File: src/rtl/press_classifier.sv
// Turns the debounced button level into one-cycle gesture pulses:
// short, double, long and auto-repeat while a long press is held.
module press_classifier #(
  parameter int LONG_CYCLES   = 50_000_000,
  parameter int DOUBLE_CYCLES = 25_000_000,
  parameter int REPEAT_CYCLES = 10_000_000
) (
  input  logic clk,
  input  logic CPU_RESETN,
  input  logic btn_level,
  output logic short_press,
  output logic double_press,
  output logic long_press,
  output logic repeat_tick,
  output logic busy
);

  localparam int MAX_LD = (LONG_CYCLES > DOUBLE_CYCLES) ? LONG_CYCLES : DOUBLE_CYCLES;
  localparam int MAXC   = (MAX_LD > REPEAT_CYCLES) ? MAX_LD : REPEAT_CYCLES;
  localparam int TW     = $clog2(MAXC);

  // The press edge itself is the first high sample, so the long-press hit
  // is one count earlier than the other timeouts.
  localparam logic [TW-1:0] L_HIT = TW'(LONG_CYCLES - 2);
  localparam logic [TW-1:0] D_HIT = TW'(DOUBLE_CYCLES - 1);
  localparam logic [TW-1:0] R_HIT = TW'(REPEAT_CYCLES - 1);

  if (LONG_CYCLES < 4 || DOUBLE_CYCLES < 2 || REPEAT_CYCLES < 2) begin : g_bad_params
    $error("press_classifier: LONG_CYCLES>=4, DOUBLE_CYCLES>=2, REPEAT_CYCLES>=2 required");
  end

  typedef enum logic [2:0] {
    S_IDLE, S_PRESS1, S_LONG, S_WAIT2, S_PRESS2
  } state_t;

  state_t        r_state, w_next;
  logic [TW-1:0] r_timer;
  logic          r_armed;
  logic          w_tclr;
  logic          w_short, w_double, w_long, w_rep;
  logic          r_short, r_double, r_long, r_rep, r_busy;

  // State, timer, arming and registered outputs
  always_ff @(posedge clk or negedge CPU_RESETN) begin
    if (!CPU_RESETN) begin
      r_state  <= S_IDLE;
      r_timer  <= '0;
      r_armed  <= 1'b0;
      r_short  <= 1'b0;
      r_double <= 1'b0;
      r_long   <= 1'b0;
      r_rep    <= 1'b0;
      r_busy   <= 1'b0;
    end else begin
      r_state <= w_next;
      if (w_next != r_state || w_tclr) r_timer <= '0;
      else if (r_timer != '1)          r_timer <= r_timer + 1'b1;
      if (!btn_level) r_armed <= 1'b1;
      r_short  <= w_short;
      r_double <= w_double;
      r_long   <= w_long;
      r_rep    <= w_rep;
      r_busy   <= (w_next != S_IDLE);
    end
  end

  // Next state; a level change always beats a coincident timeout
  always_comb begin
    w_next = r_state;
    w_tclr = 1'b0;
    case (r_state)
      S_IDLE:   if (r_armed && btn_level) w_next = S_PRESS1;
      S_PRESS1: begin
        if (!btn_level)              w_next = S_WAIT2;
        else if (r_timer == L_HIT)   w_next = S_LONG;
      end
      S_LONG: begin
        if (!btn_level)              w_next = S_IDLE;
        else if (r_timer == R_HIT)   w_tclr = 1'b1;
      end
      S_WAIT2: begin
        if (btn_level)               w_next = S_PRESS2;
        else if (r_timer == D_HIT)   w_next = S_IDLE;
      end
      S_PRESS2: if (!btn_level) w_next = S_IDLE;
      default:  w_next = S_IDLE;
    endcase
  end

  // Event decode; the state qualifiers make these mutually exclusive
  always_comb begin
    w_short  = (r_state == S_WAIT2)  && !btn_level && (r_timer == D_HIT);
    w_double = (r_state == S_PRESS2) && !btn_level;
    w_long   = (r_state == S_PRESS1) &&  btn_level && (r_timer == L_HIT);
    w_rep    = (r_state == S_LONG)   &&  btn_level && (r_timer == R_HIT);
  end

  assign short_press  = r_short;
  assign double_press = r_double;
  assign long_press   = r_long;
  assign repeat_tick  = r_rep;
  assign busy         = r_busy;

endmodule

File: config.mk
export PLATFORM = sky130hd
export DESIGN_NAME = press_classifier
export DESIGN_NICKNAME = d
export VERILOG_FILES = /design/src/rtl/press_classifier.sv
export SDC_FILE = /design/constraint.sdc
export NUM_CORES = 1
export LEC_CHECK = 0
export CORE_ASPECT_RATIO = 0.9
export CORE_MARGIN = 4
export CORE_UTILIZATION = 50
export DETAILED_ROUTE_END_ITERATION = 6
export HOLD_SLACK_MARGIN = 0.15
export PLACE_DENSITY = 0.76
export SYNTH_ARGS = -nofsm -noshare
export SYNTH_HDL_FRONTEND = slang
export SYNTH_SLANG_ARGS = --single-unit
File: constraint.sdc
create_clock -name clk -period 4.5 [get_ports clk]
set_clock_uncertainty 0.05 [all_clocks]
set_input_delay 0.9 -clock clk [delete_from_list [all_inputs] [get_ports clk]]
set_output_delay 0.9 -clock clk [all_outputs]
set_load 0.03 [all_outputs]
==> flow_metrics.env, run 1 <==
export IMPL_status="completed"
export IMPL_die_area_mm2=0.00505
export IMPL_rrSetupSlack_ns=1.66
export IMPL_setup_violations=0
export IMPL_min_period_ns=2.84
export IMPL_max_stage_delay_ns=0.87
export IMPL_placed_area_mm2=0.00205
export IMPL_nets=226
export IMPL_drt_pre_antenna_iters=4
export IMPL_path_class="register to register"
export IMPL_gp_congestion=0.931
export IMPL_fp_dieW_um=74.5
export IMPL_synth_area_mm2=0.00199
export IMPL_finalMaxSlewViolations=0
export IMPL_crit_chain="nor4bb_1, nand4_1, nor3_1, nor3_1, o211ai_2, nor3_1"
export IMPL_start_util_pct=52.5
export IMPL_synth_nets=220
export IMPL_p_per_area_mw_per_mm2=383
export IMPL_final_area_mm2=0.00215
export IMPL_finalCritPeriodShare_pct=63.2
export IMPL_cp_required_ns=4.58
export IMPL_relSlewSlack_pct=27.7
export IMPL_drtIter0Drc=155
export IMPL_synth_seq_cells=35
export IMPL_maxCapViolCount=0
export IMPL_crit_end="r_timer[20]"
export IMPL_post_cts_buffers=0
export IMPL_io_buffers=7
export IMPL_synthDistinctLibCells=44
export IMPL_cp_arrival_ns=2.92
export IMPL_yosys_warnings=0
export IMPL_core_area_mm2=0.00378
export IMPL_seq_area_frac_synth_pct=44.1
export IMPL_wl_per_cell_um=15.8
export IMPL_tightestPinTransition_ns=1.08
export IMPL_synth_area_per_cell_um2=9.24
export IMPL_drive_above_1_share_pct=5.86
export IMPL_fin_tns_setup_ns=0
export IMPL_diodes=0
export IMPL_p_leak_nw=0.804
export IMPL_rr_startpoint="r_timer[18]"
export IMPL_cts_resized=0
export IMPL_critPathLaunch="r_timer[18]"
export IMPL_drtAntennaViolNets=0
export IMPL_clk_pin_slew_ns=0.07
export IMPL_routed_wl_um=4240
export IMPL_cts_sinks=35
export IMPL_drc_errors=0
export IMPL_slowest_stage="o211ai_2"
export IMPL_htree_levels=2
export IMPL_hp_class="register to register"
export IMPL_overflow=0
export IMPL_die_h_um=67.8
export IMPL_cp_end_kind="register"
export IMPL_rr_endpoint="r_timer[20]"
export IMPL_root_buffer="clkbuf_8"
export IMPL_cts_buffer_depth=2
export IMPL_dr_total_vias=1613
export IMPL_startpoint_type="register"
export IMPL_grt_max_degree=36
export IMPL_worst_path_most_repeated_cell="nor3_1"
export IMPL_r2r_cells=6
export IMPL_cts_tree="built"
export IMPL_hold_buffers=0
export IMPL_syn_inst=215
export IMPL_antenna_found_initial=0
export IMPL_hold_viol=0
export IMPL_cts_buffers=5
export IMPL_fmax_mhz=352
export IMPL_n_fill_cell=358
export IMPL_placementRows=21
export IMPL_place_detailed_hpwl_um=2890
export IMPL_vias_per_cell=6.02
export IMPL_ir_drop_uv=160
export IMPL_clk_latency_ns=0.29
export IMPL_grt_use_total_pct=19.2
export IMPL_syn2layout_area_growth_pct=8.44
export IMPL_grt_pass1_vias=1516
export IMPL_cp_max_fo=26
export IMPL_grt_pass1_wl_um=7400
export IMPL_grt_setup_unrepaired="false"
export IMPL_pin_count=8
## layout by cell type (no fill, tap or decap), types with 2 or more instances in the layout
cell type and count:
nor4_1 7, and4_1 6, nor3b_1 2, or2_2 2, or3_1 3, dfrtp_1 35, clkdlybuf4s50_1 6, ha_1 2
and3_1 2, xnor2_1 12, a21oi_1 6, a31oi_1 2, inv_1 3, xor2_1 9, nor4b_1 3, nand2_1 18
nor2b_1 2, a21boi_0 2, nand3_1 14, nor3_1 8, a211oi_1 2, nand4_1 11, clkbuf_8 7, o21ai_0 2
nand2b_1 4, nor2_1 33
## Yosys cell counts, drive strengths merged
master,number,area (µm²)
nand4,11,68.8
inv,3,11.3
nor4,8,56.3
nor4bb,1,10.0
mux2i,1,10.0
or4b,1,10.0
or3,3,18.8
a41o,1,10.0
a21boi,2,15.0
nor2b,2,12.5
xor2,9,78.8
o211ai,1,12.5
o22ai,1,6.26
or2,2,12.5
a31oi,2,12.5
nand2,18,67.6
o31a,1,8.76
and4,6,52.6
and4bb,1,12.5
nor3,8,40.0
clkbuf,3,11.3
o311a,1,10.0
buf,5,43.8
a211o,1,8.76
ha,2,25.0
o31ai,1,7.51
nor4b,3,26.3
nand2b,4,25.0
xnor2,12,105
a211oi,2,15.0
and3,2,12.5
a21oi,6,30.0
nor2,33,124
dfrtp,35,876
or4,1,7.51
nand3,14,70.1
o21ai,2,10.0
nor3b,2,15.0
nand3b,1,7.51
or4bb,1,11.3
o221ai,1,8.76
and4b,1,10.0
## power by group
group / leakage [nW] / switching (mW) / total, mW / internal (mW)
clock: 0.0515 / 0.112 / 0.252 / 0.140
sequential: 0.474 / 0.0357 / 0.373 / 0.337
combinational: 0.278 / 0.135 / 0.199 / 0.0641
total: 0.804 / 0.284 / 0.824 / 0.541
## cell families after synthesis
kind of cell	after synthesis	share of synthesized area (%)
simple gates	123	33.8
flops	35	44.1
buf+inv	11	3.34
xor+xnor	21	9.26
mux	1	0.504
fa+ha+maj	2	1.26
compound gates	22	7.81
## registers in the layout, indices dropped and copies added, names as in the netlist
signal,count
busy,1
double_press,1
long_press,1
r_armed,1
r_state,3
r_timer,26
repeat_tick,1
short_press,1
## final cells by class
cell class / instances / area (µm²) / share of cell area [%]
Clock buffer: 8 / 100 / 4.65
Inverter: 3 / 11.3 / 0.523
Multi-Input combinational cell: 169 / 1040 / 48.5
Sequential cell: 35 / 876 / 40.7
Tap cell: 46 / 57.6 / 2.67
Timing Repair Buffer: 7 / 65.1 / 3.02
## critical path: cells and delay by family (launching register included)
family,cells,cell delay [ns]
and+or+nand+nor,5,1.30
AOI/OAI and AO/OA,1,0.87
DFF,1,0.45
## through the flow
stage	power (mW)	worst slack [ns]	util (%)	instances	hold WS (ns)
after floorplan	0.556	2.13	-	215	0.408
after global placement	0.575	1.47	54.3	260	0.446
after detailed placement	0.581	1.40	54.3	260	0.448
after CTS	0.831	1.70	56.9	268	0.464
after global routing	0.869	1.37	56.9	268	0.519
final	0.824	1.66	56.9	268	0.466
## worst min path at each step
stage	end	slack (ns)	cells past startpoint	from
finish	r_armed	0.47	1	r_armed
global route	r_armed	0.52	1	r_armed
CTS	r_armed	0.46	1	r_armed
detailed placement	r_armed	0.45	1	r_armed
global placement	r_armed	0.45	1	r_armed
floorplan	r_armed	0.41	1	r_armed
## per-layer routing
layer  GRT usage (%)  part of all wire, %  vias to the layer above
met4            5.78                  1.0                        0
met5               0                    0                        -
met3            4.02                  7.0                        6
met1            27.7                   49                      761
met2            28.9                   43                       57
li1                -                    -                      789
Note: power is estimated with default switching activity, not from simulation.
==> run 2, diff against run 1 <==
Clock period 4.5 ns to 2.84 ns, I/O delays scaled along.
==> run 2 against run 1 <==
Combinational power up 67%. Final cell count up 3.0%. Critical path depth is 1 higher. Global-route usage up 0.86 points. Sequential power is 60% higher. Routed wire length up 4.0%. Sequential share of layout area fell by 0.76 points. Die area did not move. Critical path type unchanged. Worst setup slack got worse by 1.4 ns. Fmax increased by 11%. Hold slack got worse by 0.17 ns. Count of clock-buffer cells in the layout decreased by 1. Critical endpoint is now r_timer[25]. Highest routed layer unchanged. Largest cell class unchanged.
==> flow_metrics.env, run 2 (synthesized netlist as in run 1, its figures left out) <==
export IMPL_status="completed"
export IMPL_tightestPinTransition_ns=0.758
export IMPL_finalCritPeriodShare_pct=90.4
export IMPL_stdcell_count=276
export IMPL_slowest_stage="or4b_1"
export IMPL_n_fill_cell=344
export IMPL_critPathTopFamily="simple AND/OR/NAND/NOR gates"
export IMPL_post_cts_buffers=0
export IMPL_drtAntennaViolNets=0
export IMPL_placementRows=21
export IMPL_root_buffer="clkbuf_8"
export IMPL_finalMaxSlewViolations=0
export IMPL_wl_met3_um=358
export IMPL_layout_commonest_cell="dfrtp_1"
export IMPL_routed_top_layer="met4"
export IMPL_dp_slack_ns=0.283
export IMPL_holdWs_ns=0.298
export IMPL_fin_tns_setup_ns=0
export IMPL_layout_common_cells="35 x dfrtp_1, 33 x nor2_1, 18 x nand2_1"
export IMPL_largest_reg_flops=26
export IMPL_core_area_mm2=0.00378
export IMPL_cts_buffers=5
export IMPL_start_util_pct=52.5
export IMPL_overflow=0
export IMPL_cp_end_kind="register"
export IMPL_grt_pass1_wl_um=7500
export IMPL_grt_max_degree=36
export IMPL_syn2layout_area_growth_pct=10.5
export IMPL_power_total_mw=1.27
export IMPL_cts_tree="built"
export IMPL_antenna_found_initial=0
export IMPL_htree_levels=2
export IMPL_drtIter0Drc=128
export IMPL_maxCapViolCount=0
export IMPL_routedLengthMet1_um=2020
export IMPL_reg_top3="r_timer: 26 flops, r_state: 3 flops"
export IMPL_p_leak_nw=0.837
export IMPL_largest_register="r_timer"
export IMPL_gp_congestion=0.865
export IMPL_nets=234
export IMPL_final_core_util_pct=58.0
export IMPL_drt_pre_antenna_iters=5
export IMPL_grt_pass1_vias=1612
export IMPL_diodes=0
export IMPL_max_stage_delay_ns=0.46
export IMPL_fmax_mhz=390
export IMPL_hold_buffers=0
export IMPL_grt_setup_unrepaired="false"
export IMPL_worst_slack_ns=0.273
export IMPL_placed_area_mm2=0.00211
export IMPL_crit_chain="or4b_1, or4_1, nor4_2, o221ai_1, o211ai_2, buf_4, a21oi_1"
export IMPL_dr_total_vias=1705
export IMPL_hp_class="input port to asynchronous set/reset pin"
export IMPL_cp_arrival_ns=2.67
export IMPL_die_area_mm2=0.00505
export IMPL_cts_resized=0
export IMPL_dr_wl_met2_um=1940
export IMPL_r2r_cells=7
export IMPL_dp_cells=268
export IMPL_min_period_ns=2.57
export IMPL_place_detailed_hpwl_um=3170
export IMPL_die_h_um=67.8
export IMPL_drc_errors=0
export IMPL_clk_pin_slew_ns=0.07
export IMPL_cts_sinks=35
export IMPL_cp_num_cells=7
export IMPL_drive_above_1_share_pct=8.70
export IMPL_startpoint_type="register"
export IMPL_setup_violations=0
export IMPL_vias_per_cell=6.18
export IMPL_cts_buffer_depth=2
export IMPL_routed_wl_um=4410
export IMPL_path_class="register to register"
export IMPL_grt_use_total_pct=20.1
export IMPL_p_per_area_mw_per_mm2=579
export IMPL_ir_drop_uv=319
export IMPL_clk_latency_ns=0.29
export IMPL_io_buffers=7
export IMPL_final_area_mm2=0.00220
export IMPL_wl_per_cell_um=16.0
export IMPL_cp_max_fo=19
export IMPL_pin_count=8
export IMPL_cp_required_ns=2.94
export IMPL_fp_dieW_um=74.5
export IMPL_relSlewSlack_pct=49.5
export IMPL_hold_viol=0
export IMPL_critPathBufInv=1
-- run 2: report_power, final --
part	switching, mW	internal (mW)	total, mW
Combinational	0.214	0.118	0.332
Clock	0.171	0.172	0.343
Sequential	0.0618	0.534	0.596
Total	0.447	0.824	1.27
-- run 2: area by class of cell --
| cell class | count | area [µm²] | area share (%) |
|---|---|---|---|
| clock buffer | 7 | 76.3 | 3.48 |
| clock inverter | 1 | 5.00 | 0.228 |
| inverter | 3 | 11.3 | 0.513 |
| multi-input combinational | 169 | 1040 | 47.6 |
| sequential | 35 | 876 | 39.9 |
| tap | 46 | 57.6 | 2.62 |
| timing repair buffer | 15 | 125 | 5.70 |
-- run 2: path summary, 6_finish.rpt --
| kind | startpoint | endpoint | slack [ns] |
|---|---|---|---|
| worst min-delay path | CPU_RESETN | r_timer[3] | 0.30 |
| worst max-delay path | r_timer[21] | r_timer[25] | 0.27 |
| worst min register to register | r_armed | r_armed | 0.47 |
| min in group clk | r_armed | r_armed | 0.47 |
| worst max register to register | r_timer[21] | r_timer[25] | 0.27 |
| max in group asynchronous | CPU_RESETN | double_press | 1.97 |
-- run 2: metal layers --
layer  up-vias  GRT usage, %
met1       804          27.7
met3        17          7.89
li1        810             -
met2        74          28.3
met5         -             0
met4         0          7.33
==> run 3, diff against run 2 <==
Settings changed: CAP_MARGIN set to 0, GPL_TIMING_DRIVEN set to 0, RECOVER_POWER set to 25.
==> run 3 against run 2 <==
The run now ends with capacitance limit, slew limit left. Worst setup slack worse by 0.025 ns. Design area is 0.40% lower. Clock power is 6.7% lower. Power rose by 2.8%. Sequential cell count did not move. Global-route usage decreased by 1.2 points. Largest cell class unchanged.
==> flow_metrics.env, run 3 (synthesized netlist as in run 1, its figures left out) <==
export IMPL_status="finished with violations"
export IMPL_violations="capacitance limit, slew limit"
export IMPL_setup_violations=0
export IMPL_largest_reg_flops=26
export IMPL_path_class="register to register"
export IMPL_core_area_mm2=0.00378
export IMPL_grt_util_met3_pct=4.02
export IMPL_post_cts_buffers=0
export IMPL_fin_tns_setup_ns=0
export IMPL_routed_wl_um=4190
export IMPL_dr_total_vias=1684
export IMPL_intPower_mw=0.854
export IMPL_met2_usage_pct=29.3
export IMPL_holdPathEnd="r_armed"
export IMPL_fmax_mhz=386
export IMPL_rr_endpoint="r_timer[17]"
export IMPL_worst_slack_ns=0.248
export IMPL_grt_max_degree=36
export IMPL_tightestPinTransition_ns=1.78
export IMPL_nets=234
export IMPL_htree_levels=2
export IMPL_drc_errors=0
export IMPL_hold_viol=0
export IMPL_share_comb_of_total_power_pct=32.6
export IMPL_vias_per_cell=6.15
export IMPL_cp_max_fo=10
export IMPL_top_usage_layer="met2"
export IMPL_drt_pre_antenna_iters=4
export IMPL_rrSetupSlack_ns=0.25
export IMPL_die_area_mm2=0.00505
export IMPL_grt_use_met1_pct=26.4
export IMPL_p_leak_nw=0.819
export IMPL_place_detailed_hpwl_um=3060
export IMPL_clkPwrFrac_pct=24.5
export IMPL_min_period_ns=2.59
export IMPL_finalCritPeriodShare_pct=91.3
export IMPL_finalMaxSlewViolations=36
export IMPL_hold_buffers=0
export IMPL_wl_per_cell_um=15.3
export IMPL_hp_class="register to register"
export IMPL_gp_congestion=0.944
export IMPL_largest_register="r_timer"
export IMPL_grt_setup_unrepaired="false"
export IMPL_root_buffer="clkbuf_8"
export IMPL_p_sw_mw=0.452
export IMPL_cp_end_kind="register"
export IMPL_syn2layout_area_growth_pct=10.1
export IMPL_io_buffers=7
export IMPL_swShare_pct=34.6
export IMPL_p_per_area_mw_per_mm2=597
export IMPL_cp_required_ns=2.96
export IMPL_diodes=0
export IMPL_seq_power_share_pct=42.8
export IMPL_layout_commonest_cell="dfrtp_1"
export IMPL_relSlewSlack_pct=-18.7
export IMPL_die_h_um=67.8
export IMPL_placementRows=21
export IMPL_clk_pin_slew_ns=0.07
export IMPL_layout_common_cells="35 x dfrtp_1, 33 x nor2_1, 18 x nand2_1"
export IMPL_power_total_mw=1.31
export IMPL_rr_startpoint="r_timer[13]"
export IMPL_cp_arrival_ns=2.71
export IMPL_cts_buffer_depth=2
export IMPL_grt_pass1_vias=1581
export IMPL_ir_drop_uv=362
export IMPL_grt_pass1_wl_um=7280
export IMPL_cts_buffers=5
export IMPL_hold_path_depth=1
export IMPL_grt_use_total_pct=18.8
export IMPL_r2r_cells=8
export IMPL_drtAntennaViolNets=0
export IMPL_start_util_pct=52.5
export IMPL_drtIter0Drc=158
export IMPL_cts_sinks=35
export IMPL_pin_count=8
export IMPL_fp_dieW_um=74.5
export IMPL_overflow=0
export IMPL_drive_above_1_share_pct=7.02
export IMPL_cts_tree="built"
export IMPL_reg_top3="r_timer: 26 flops, r_state: 3 flops"
export IMPL_clk_latency_ns=0.28
export IMPL_antenna_found_initial=0
export IMPL_startpoint_type="register"
export IMPL_min_delay_start="r_armed"
export IMPL_maxCapViolCount=1
export IMPL_n_fill_cell=344
export IMPL_dp_slack_ns=0.194
export IMPL_final_core_util_pct=57.8
-- run 3: power by group through the flow --
stage	registers [mW]	logic (mW)	clock network [mW]
final	0.559	0.426	0.320
after global routing	0.563	0.476	0.353
after CTS	0.559	0.428	0.331
after detailed placement	0.568	0.422	0
after global placement	0.568	0.420	0
after floorplan	0.575	0.306	0
-- run 3: timing repair --
item	CTS	global route
endpoints found under the hold margin	0	0
endpoints found under the setup margin	0	6
gates resized for setup	0	1
-- run 3: cell type report --
class	count	area [µm²]	share of cell area, %
repair buffers	7	63.8	2.92
well taps	46	57.6	2.63
multi-input cells	169	1050	48.1
clock buffers	6	72.6	3.32
inverters	3	11.3	0.515
flip-flops and latches	35	876	40.0
plain buffers	8	55.1	2.52
-- run 3: per-stage QoR --
stage | area [µm²] | hold slack [ns] | instances
floorplan | 1990 | 0.222 | 215
global placement | 2110 | 0.440 | 268
detailed placement | 2110 | 0.451 | 268
CTS | 2180 | 0.326 | 274
global route | 2190 | 0.485 | 274
finish | 2190 | 0.458 | 274
-- run 3: critical path, stage by stage, from the launching register on --
cell,delay [ns]
dfrtp_1,0.37
buf_6,0.14
or4b_1,0.49
or4_1,0.45
nor4_2,0.29
o221ai_1,0.18
o211ai_2,0.24
buf_6,0.21
nor2_1,0.05
-- run 3: routing by layer --
layer / routed length [µm] / up-vias
met4: 46 / 0
met5: 0 / -
met2: 1890 / 44
met1: 2010 / 822
li1: - / 809
met3: 240 / 9
-- run 3: worst max path at each step --
| stage | startpoint | endpoint | slack, ns | depth (start not counted) |
|---|---|---|---|---|
| floorplan | r_timer[13] | r_timer[0] | 0.47 | 8 |
| global placement | r_timer[14] | r_timer[13] | 0.20 | 6 |
| detailed placement | r_timer[6] | r_timer[13] | 0.19 | 6 |
| CTS | r_timer[6] | r_timer[13] | 0.17 | 6 |
| global route | r_timer[13] | r_timer[19] | 0.11 | 8 |
| finish | r_timer[13] | r_timer[17] | 0.25 | 8 |
